`src/rtl/adder_arb_pkg.sv`:
```
// Shared types and constants for the round-robin adder arbiter.
// Stage records are sized for the widest supported configuration
// (ADDER_W data, tag for MAX_REQ requesters); narrower builds zero-extend.
package adder_arb_pkg;

  localparam int ADDER_W = 16;
  localparam int MAX_REQ = 8;

  // Requester tag width: clog2(n), never less than one bit.
  function automatic int tag_w(input int n);
    return (n > 2) ? $clog2(n) : 1;
  endfunction

  localparam int TAG_MAX_W = tag_w(MAX_REQ);

  // One slot of the add pipeline.
  typedef struct packed {
    logic                 valid;
    logic [TAG_MAX_W-1:0] tag;
    logic [ADDER_W-1:0]   a;
    logic [ADDER_W-1:0]   b;
  } stage_t;

endpackage

```
`src/rtl/rr_pick.sv`:
```
// Combinational round-robin picker: starting one past the previous winner,
// scans upward with wrap and grants the first active request.
// Reusable by any shared-resource scheduler.
module rr_pick #(
  parameter int N  = 4,
  parameter int TW = 2
) (
  input  logic [N-1:0]  req,
  input  logic [TW-1:0] last,
  output logic [N-1:0]  gnt,
  output logic [TW-1:0] idx
);

  // Scan from last+1 mod N; the first hit wins and later hits are ignored.
  always_comb begin : p_pick
    logic [TW-1:0] j;
    // NOTE: every output gets a default before the loop so no path leaves it unassigned (no latch).
    gnt = '0;
    idx = '0;
    j   = '0;
    for (int off = 1; off <= N; off++) begin
      j = TW'((int'(last) + off) % N);
      if (req[j] && (gnt == '0)) begin
        gnt[j] = 1'b1;
        idx    = j;
      end
    end
  end

endmodule

```
`src/rtl/adder_arbiter.sv`:
```
// Round-robin arbiter sharing one LAT-deep pipelined adder among NUM_REQ
// requesters. Each accepted operand pair travels with its requester tag and
// returns as a one-cycle resp_valid pulse on that requester's bit.
// Optional per-requester saturating grant counters: define ADDER_ARB_STATS_EN.
module adder_arbiter
  import adder_arb_pkg::*;
#(
  parameter int NUM_REQ = 4,
  parameter int DATA_W  = 16,
  parameter int LAT     = 2
) (
  input  logic                      clk,
  input  logic                      rst,
  input  logic                      arb_en,
  input  logic [NUM_REQ-1:0]        req_valid,
  output logic [NUM_REQ-1:0]        req_ready,
  input  logic [NUM_REQ*DATA_W-1:0] req_a,
  input  logic [NUM_REQ*DATA_W-1:0] req_b,
  output logic [NUM_REQ-1:0]        resp_valid,
  output logic [DATA_W-1:0]         resp_sum,
  output logic                      resp_carry,
  output logic [NUM_REQ*16-1:0]     grant_count
);

  localparam int TAG_W = tag_w(NUM_REQ);

  logic [TAG_W-1:0]   last_grant;
  logic [TAG_W-1:0]   pick_idx;
  logic [NUM_REQ-1:0] pick_req;
  logic [NUM_REQ-1:0] pick_gnt;
  logic [DATA_W:0]    tail_sum;
  stage_t             acc;
  stage_t             tail;

  // Grants are suppressed while disabled or in reset; in-flight ops are unaffected.
  assign pick_req  = req_valid & {NUM_REQ{arb_en & ~rst}};
  assign req_ready = pick_gnt;

  rr_pick #(
    .N  (NUM_REQ),
    .TW (TAG_W)
  ) u_pick (
    .req  (pick_req),
    .last (last_grant),
    .gnt  (pick_gnt),
    .idx  (pick_idx)
  );

  // Assemble the op being accepted this cycle (valid only on a transfer).
  always_comb begin
    acc       = '0;
    acc.valid = |pick_gnt;
    acc.tag   = TAG_MAX_W'(pick_idx);
    acc.a     = ADDER_W'(req_a[int'(pick_idx)*DATA_W +: DATA_W]);
    acc.b     = ADDER_W'(req_b[int'(pick_idx)*DATA_W +: DATA_W]);
  end

  // Round-robin pointer: reset makes requester 0 the first in line.
  always_ff @(posedge clk) begin
    // NOTE: sequential state uses non-blocking assignments so all flops update from pre-edge values.
    if (rst) begin
      last_grant <= TAG_W'(NUM_REQ - 1);
    end else if (acc.valid) begin
      last_grant <= pick_idx;
    end
  end

  // LAT-1 operand stages; the response register is the final stage.
  if (LAT == 1) begin : g_direct
    assign tail = acc;
  end else begin : g_pipe
    stage_t stg [LAT-1];

    // Shift accepted ops toward the response register, no backpressure.
    always_ff @(posedge clk) begin
      if (rst) begin
        // NOTE: only valid bits are reset; payload is never observed while its valid is low.
        for (int i = 0; i < LAT - 1; i++) stg[i].valid <= 1'b0;
      end else begin
        stg[0] <= acc;
        for (int i = 1; i < LAT - 1; i++) stg[i] <= stg[i-1];
      end
    end

    assign tail = stg[LAT-2];
  end

  assign tail_sum = {1'b0, tail.a[DATA_W-1:0]} + {1'b0, tail.b[DATA_W-1:0]};

  // Response stage: one-hot pulse to the originator; sum/carry hold when idle.
  always_ff @(posedge clk) begin
    if (rst) begin
      resp_valid <= '0;
      resp_sum   <= '0;
      resp_carry <= 1'b0;
    end else begin
      resp_valid <= tail.valid ? (NUM_REQ'(1) << tail.tag) : '0;
      if (tail.valid) begin
        {resp_carry, resp_sum} <= tail_sum;
      end
    end
  end

`ifdef ADDER_ARB_STATS_EN
  logic [15:0] cnt [NUM_REQ];

  // Per-requester accepted-op counters, saturating at all-ones.
  always_ff @(posedge clk) begin
    if (rst) begin
      for (int i = 0; i < NUM_REQ; i++) cnt[i] <= '0;
    end else begin
      for (int i = 0; i < NUM_REQ; i++) begin
        if (pick_gnt[i] && (cnt[i] != 16'hFFFF)) cnt[i] <= cnt[i] + 16'd1;
      end
    end
  end

  for (genvar i = 0; i < NUM_REQ; i++) begin : g_gc
    assign grant_count[i*16 +: 16] = cnt[i];
  end
`else
  assign grant_count = '0;
`endif

endmodule

```
`config.mk`:
```
export PLATFORM = sky130hd
export DESIGN_NAME = adder_arbiter
export DESIGN_NICKNAME = d
export VERILOG_FILES = /design/src/rtl/adder_arb_pkg.sv /design/src/rtl/rr_pick.sv /design/src/rtl/adder_arbiter.sv
export SDC_FILE = /design/constraint.sdc
export NUM_CORES = 1
export LEC_CHECK = 0
export BUFFER_PORTS_ARGS = -buffer_cell sky130_fd_sc_hd__buf_2
export CAP_MARGIN = 20
export CORE_ASPECT_RATIO = 1.4
export CORE_MARGIN = 5
export CORE_UTILIZATION = 49
export CTS_BUF_LIST = sky130_fd_sc_hd__clkbuf_4
export CTS_CLUSTER_SIZE = 14
export DETAILED_ROUTE_END_ITERATION = 10
export PLACE_DENSITY_LB_ADDON = 0.15
export REMOVE_ABC_BUFFERS = 1
export SETUP_SLACK_MARGIN = 0.05
export SLEW_MARGIN = 20
export SYNTH_ARGS = -nofsm -noshare
export SYNTH_HDL_FRONTEND = slang
export SYNTH_SLANG_ARGS = --single-unit
```
`constraint.sdc`:
```
create_clock -name clk -period 4.48 [get_ports clk]
set_input_delay 0.448 -clock clk [delete_from_list [all_inputs] [get_ports clk]]
set_output_delay 0.448 -clock clk [all_outputs]
set_load 0.1 [all_outputs]
```
==> flow_summary.json <==
{
  "status": "complete, no violations",
  "synth_top_family_by_area": "compound AO/OA/AOI/OAI gates",
  "cts_sinks": 58,
  "min_path_type": "in2reg",
  "syn-cell-area_sq_um": 6959,
  "p_leak_uw": 0.003275,
  "r2r-end": "g_pipe.stg[0][11]",
  "endpoint": "req_ready[0]",
  "r2r_start": "last_grant[1]",
  "overflow": 0,
  "synth_seq_cells": 58,
  "crit_chain": "inv_1, ha_1, nor3b_2, a2bb2oi_2, o21a_1, a221oi_1, o211a_2, nand2_4, nor2_2, nand2_1, nand3_1, buf_4",
  "powerDensity_nw_per_um2": 775.4,
  "finalWorstSetupSlack_ps": 171.0,
  "drv_cap": 0,
  "worstHoldPathCells": 3,
  "dr_total_vias": 7320,
  "grt_pass1_vias": 7045,
  "max_slew_margin_pct": 29.44,
  "grt_max_degree": 129,
  "finalWirelength_um": 22490,
  "wl_per_cell_um": 20.79,
  "cts_buffer_depth": 2,
  "cts.clk_slew.worst_paths_ps": 130,
  "cp_num_buf_inv": 2,
  "ys_warn_count": 0,
  "synth_adder_area_share_pct": 4.603,
  "setup_viol": 0,
  "rsz0062_at_grt": "yes",
  "tns_ps": 0,
  "synth_compound_area_share_pct": 39.07,
  "synth_seq_area_share_pct": 21.57,
  "path_class": "reg2out",
  "gp_congestion": 0.9256,
  "crit_slowest_cell": "dfxtp_2",
  "rr_worst_depth": 11,
  "crit_cells": 12,
  "muxShareOfSynthArea_pct": 12.68,
  "avgSynthCellArea_sq_um": 8.911,
  "track_usage_pct": 25.06,
  "crit_family": "compound AO/OA/AOI/OAI gates",
  "power.total_uw": 6045,
  "die_y_um": 151.0,
  "rows": 51,
  "final_cell_mix": "buf_2, a221oi_1, conb_1",
  "path_max_fanout": 12,
  "timing.fmax_mhz": 232.1,
  "synthSimpleGateAreaFrac_pct": 8.468,
  "crit_required_ps": 4030,
  "drive_above_1_share_pct": 28.99,
  "start_kind": "register",
  "synth-edff-count": 34,
  "fin_nets": 1052,
  "grt_antenna_before_repair": 1,
  "syn_inst": 781,
  "synthFlopType": "edfxtp_1",
  "preCtsSetupSlack_ps": 70.71,
  "root_buffer": "clkbuf_4",
  "core-area_sq_um": 13910,
  "slew_viol_final": 0,
  "mostFrequentLayoutCell": "buf_2",
  "cts_tree": "yes",
  "drcViolationCount": 0,
  "htree_levels": 3,
  "die_w_um": 110.7,
  "cp_data_arrival_time_ps": 3860,
  "io_pins": 224,
  "drtPass1Iterations": 6,
  "instances_no_fill": 1082,
  "endpoint_kind": "primary output",
  "clock-skew-final_ps": 35.92,
  "ant_nets": 0,
  "antenna-diode-count": 0,
  "ys_async_sr_fraction_pct": 0,
  "fin_crit_ps": 4309,
  "dpl.hpwl_um": 15190,
  "post_drt_via_cell_ratio": 6.765,
  "ir_drop_mv": 0.9415,
  "r2r_slack_ps": 310,
  "portBuffers": 159,
  "synthDistinctLibCells": 64,
  "dpl.cell_count": 1065,
  "worstMarginPinSlew_ps": 1057,
  "utilization_pct": 56.04,
  "synthXorXnorAreaFrac_pct": 1.007,
  "slowest_delay_ps": 430,
  "hold_viol": 0,
  "grt_pass1_wl_um": 35060,
  "numCtsBuffers": 9,
  "worstSkewPairLatency_ps": 440,
  "initial_core_util_pct": 50.03,
  "finalCritPeriodShare_pct": 96.18,
  "dieArea_sq_um": 16720,
  "critical_path.startpoint": "last_grant[1]",
  "drt_iter0_markers": 770,
  "syn_to_final_growth_pct": 12.03
}
==> layer usage <==
layer | wire length [um] | vias to the layer above | global-route usage [%] | share of wire [%]
li1 | - | 3330 | - | -
met1 | 8745 | 3558 | 30.75 | 39
met2 | 11430 | 381 | 43.86 | 51
met3 | 1828 | 49 | 4.636 | 8.1
met4 | 479 | 2 | 9.365 | 2.1
met5 | 7 | - | 0 | 0.031
==> cells by family (layout without fill, tap and decap cells) <==
family	count (synthesis)	count (layout)
compound gates	328	328
flops	58	58
other cells	1	64
buf+inv	152	205
mux	81	81
simple gates	128	128
fa+ha+maj	25	25
xor+xnor	8	8
==> report_power, final <==
part	internal [uW]	leakage [uW]	switching, uW	total [uW]
sequential	846	0.000541	146	992
clock	173	0.0000776	212	385
combinational	1740	0.00266	2930	4670
total	2760	0.00328	3290	6050
==> stage by stage <==
stage / hold slack, ps / cell area (sq um)
2_1_floorplan: 446.0 / 6360
3_3_place_gp: 443.4 / 7591
3_5_place_dp: 455.6 / 7595
4_1_cts: 444.0 / 7752
5_1_grt: 463.2 / 7796
6_report: 456.1 / 7796
==> registers in the layout (all words and copies together), names as in the netlist <==
register and cells:
g_pipe.stg 35, resp_sum 16, resp_valid 4, last_grant 2, resp_carry 1
==> worst reg2reg max path: cells and delay by family, from the launching register on <==
| family | cells | cell delay [ps] |
|---|---|---|
| muxes | 1 | 270 |
| DFF | 1 | 430 |
| and+or+nand+nor | 3 | 940 |
| buffers and inverters | 1 | 170 |
| adders and majority gates | 1 | 370 |
| AOI/OAI and AO/OA | 5 | 1710 |
==> area by class of cell <==
type	count	area (sq um)
fill	1350	6115
inverter	10	37.54
timing repair buffer	179	975.9
multi-input combinational	634	4912
tap	185	231.5
sequential	58	1506
clock buffer	10	75.07
clock inverter	6	57.56
==> Yosys cell counts, types with 3 or more instances <==
master / instances / area (sq um)
xnor2_1: 8 / 70.07
nor2_1: 63 / 236.5
buf_1: 14 / 52.55
nor3_1: 7 / 35.03
a221oi_1: 130 / 1139
buf_4: 64 / 480.5
a22oi_1: 33 / 247.7
edfxtp_1: 34 / 1021
nor4_1: 3 / 18.77
mux2_2: 34 / 382.9
nand3_1: 7 / 35.03
buf_2: 14 / 70.07
inv_1: 10 / 37.54
clkbuf_1: 44 / 165.2
o21ai_0: 16 / 80.08
o211ai_1: 3 / 22.52
o31ai_1: 6 / 45.04
o32a_1: 31 / 310.3
buf_6: 6 / 67.56
o211a_1: 3 / 30.03
a221o_1: 33 / 330.3
mux2i_1: 44 / 440.4
nand2_1: 24 / 90.09
a21oi_1: 44 / 220.2
ha_1: 24 / 300.3
o21a_1: 4 / 30.03
and2_1: 3 / 18.77
or3_1: 3 / 18.77
nor2b_1: 4 / 25.02
dfxtp_1: 24 / 480.5
==> worst min-delay path by stage <==
stage | from | endpoint
2_1_floorplan | g_pipe.stg[0][33] | resp_valid[1]
3_3_place_gp | resp_sum[14] | resp_sum[14]
3_5_place_dp | resp_sum[13] | resp_sum[13]
4_1_cts | req_a[63] | g_pipe.stg[0][31]
5_1_grt | req_a[63] | g_pipe.stg[0][31]
6_report | req_a[63] | g_pipe.stg[0][31]
==> what timing repair did <==
action | in CTS | in global routing
setup endpoints to repair | 17 | 35
hold buffers | 0 | 0
gates resized for setup | 8 | 8
setup buffers | 0 | 1
pin swaps | 0 | 1
Power figures use the tool's default switching activity.
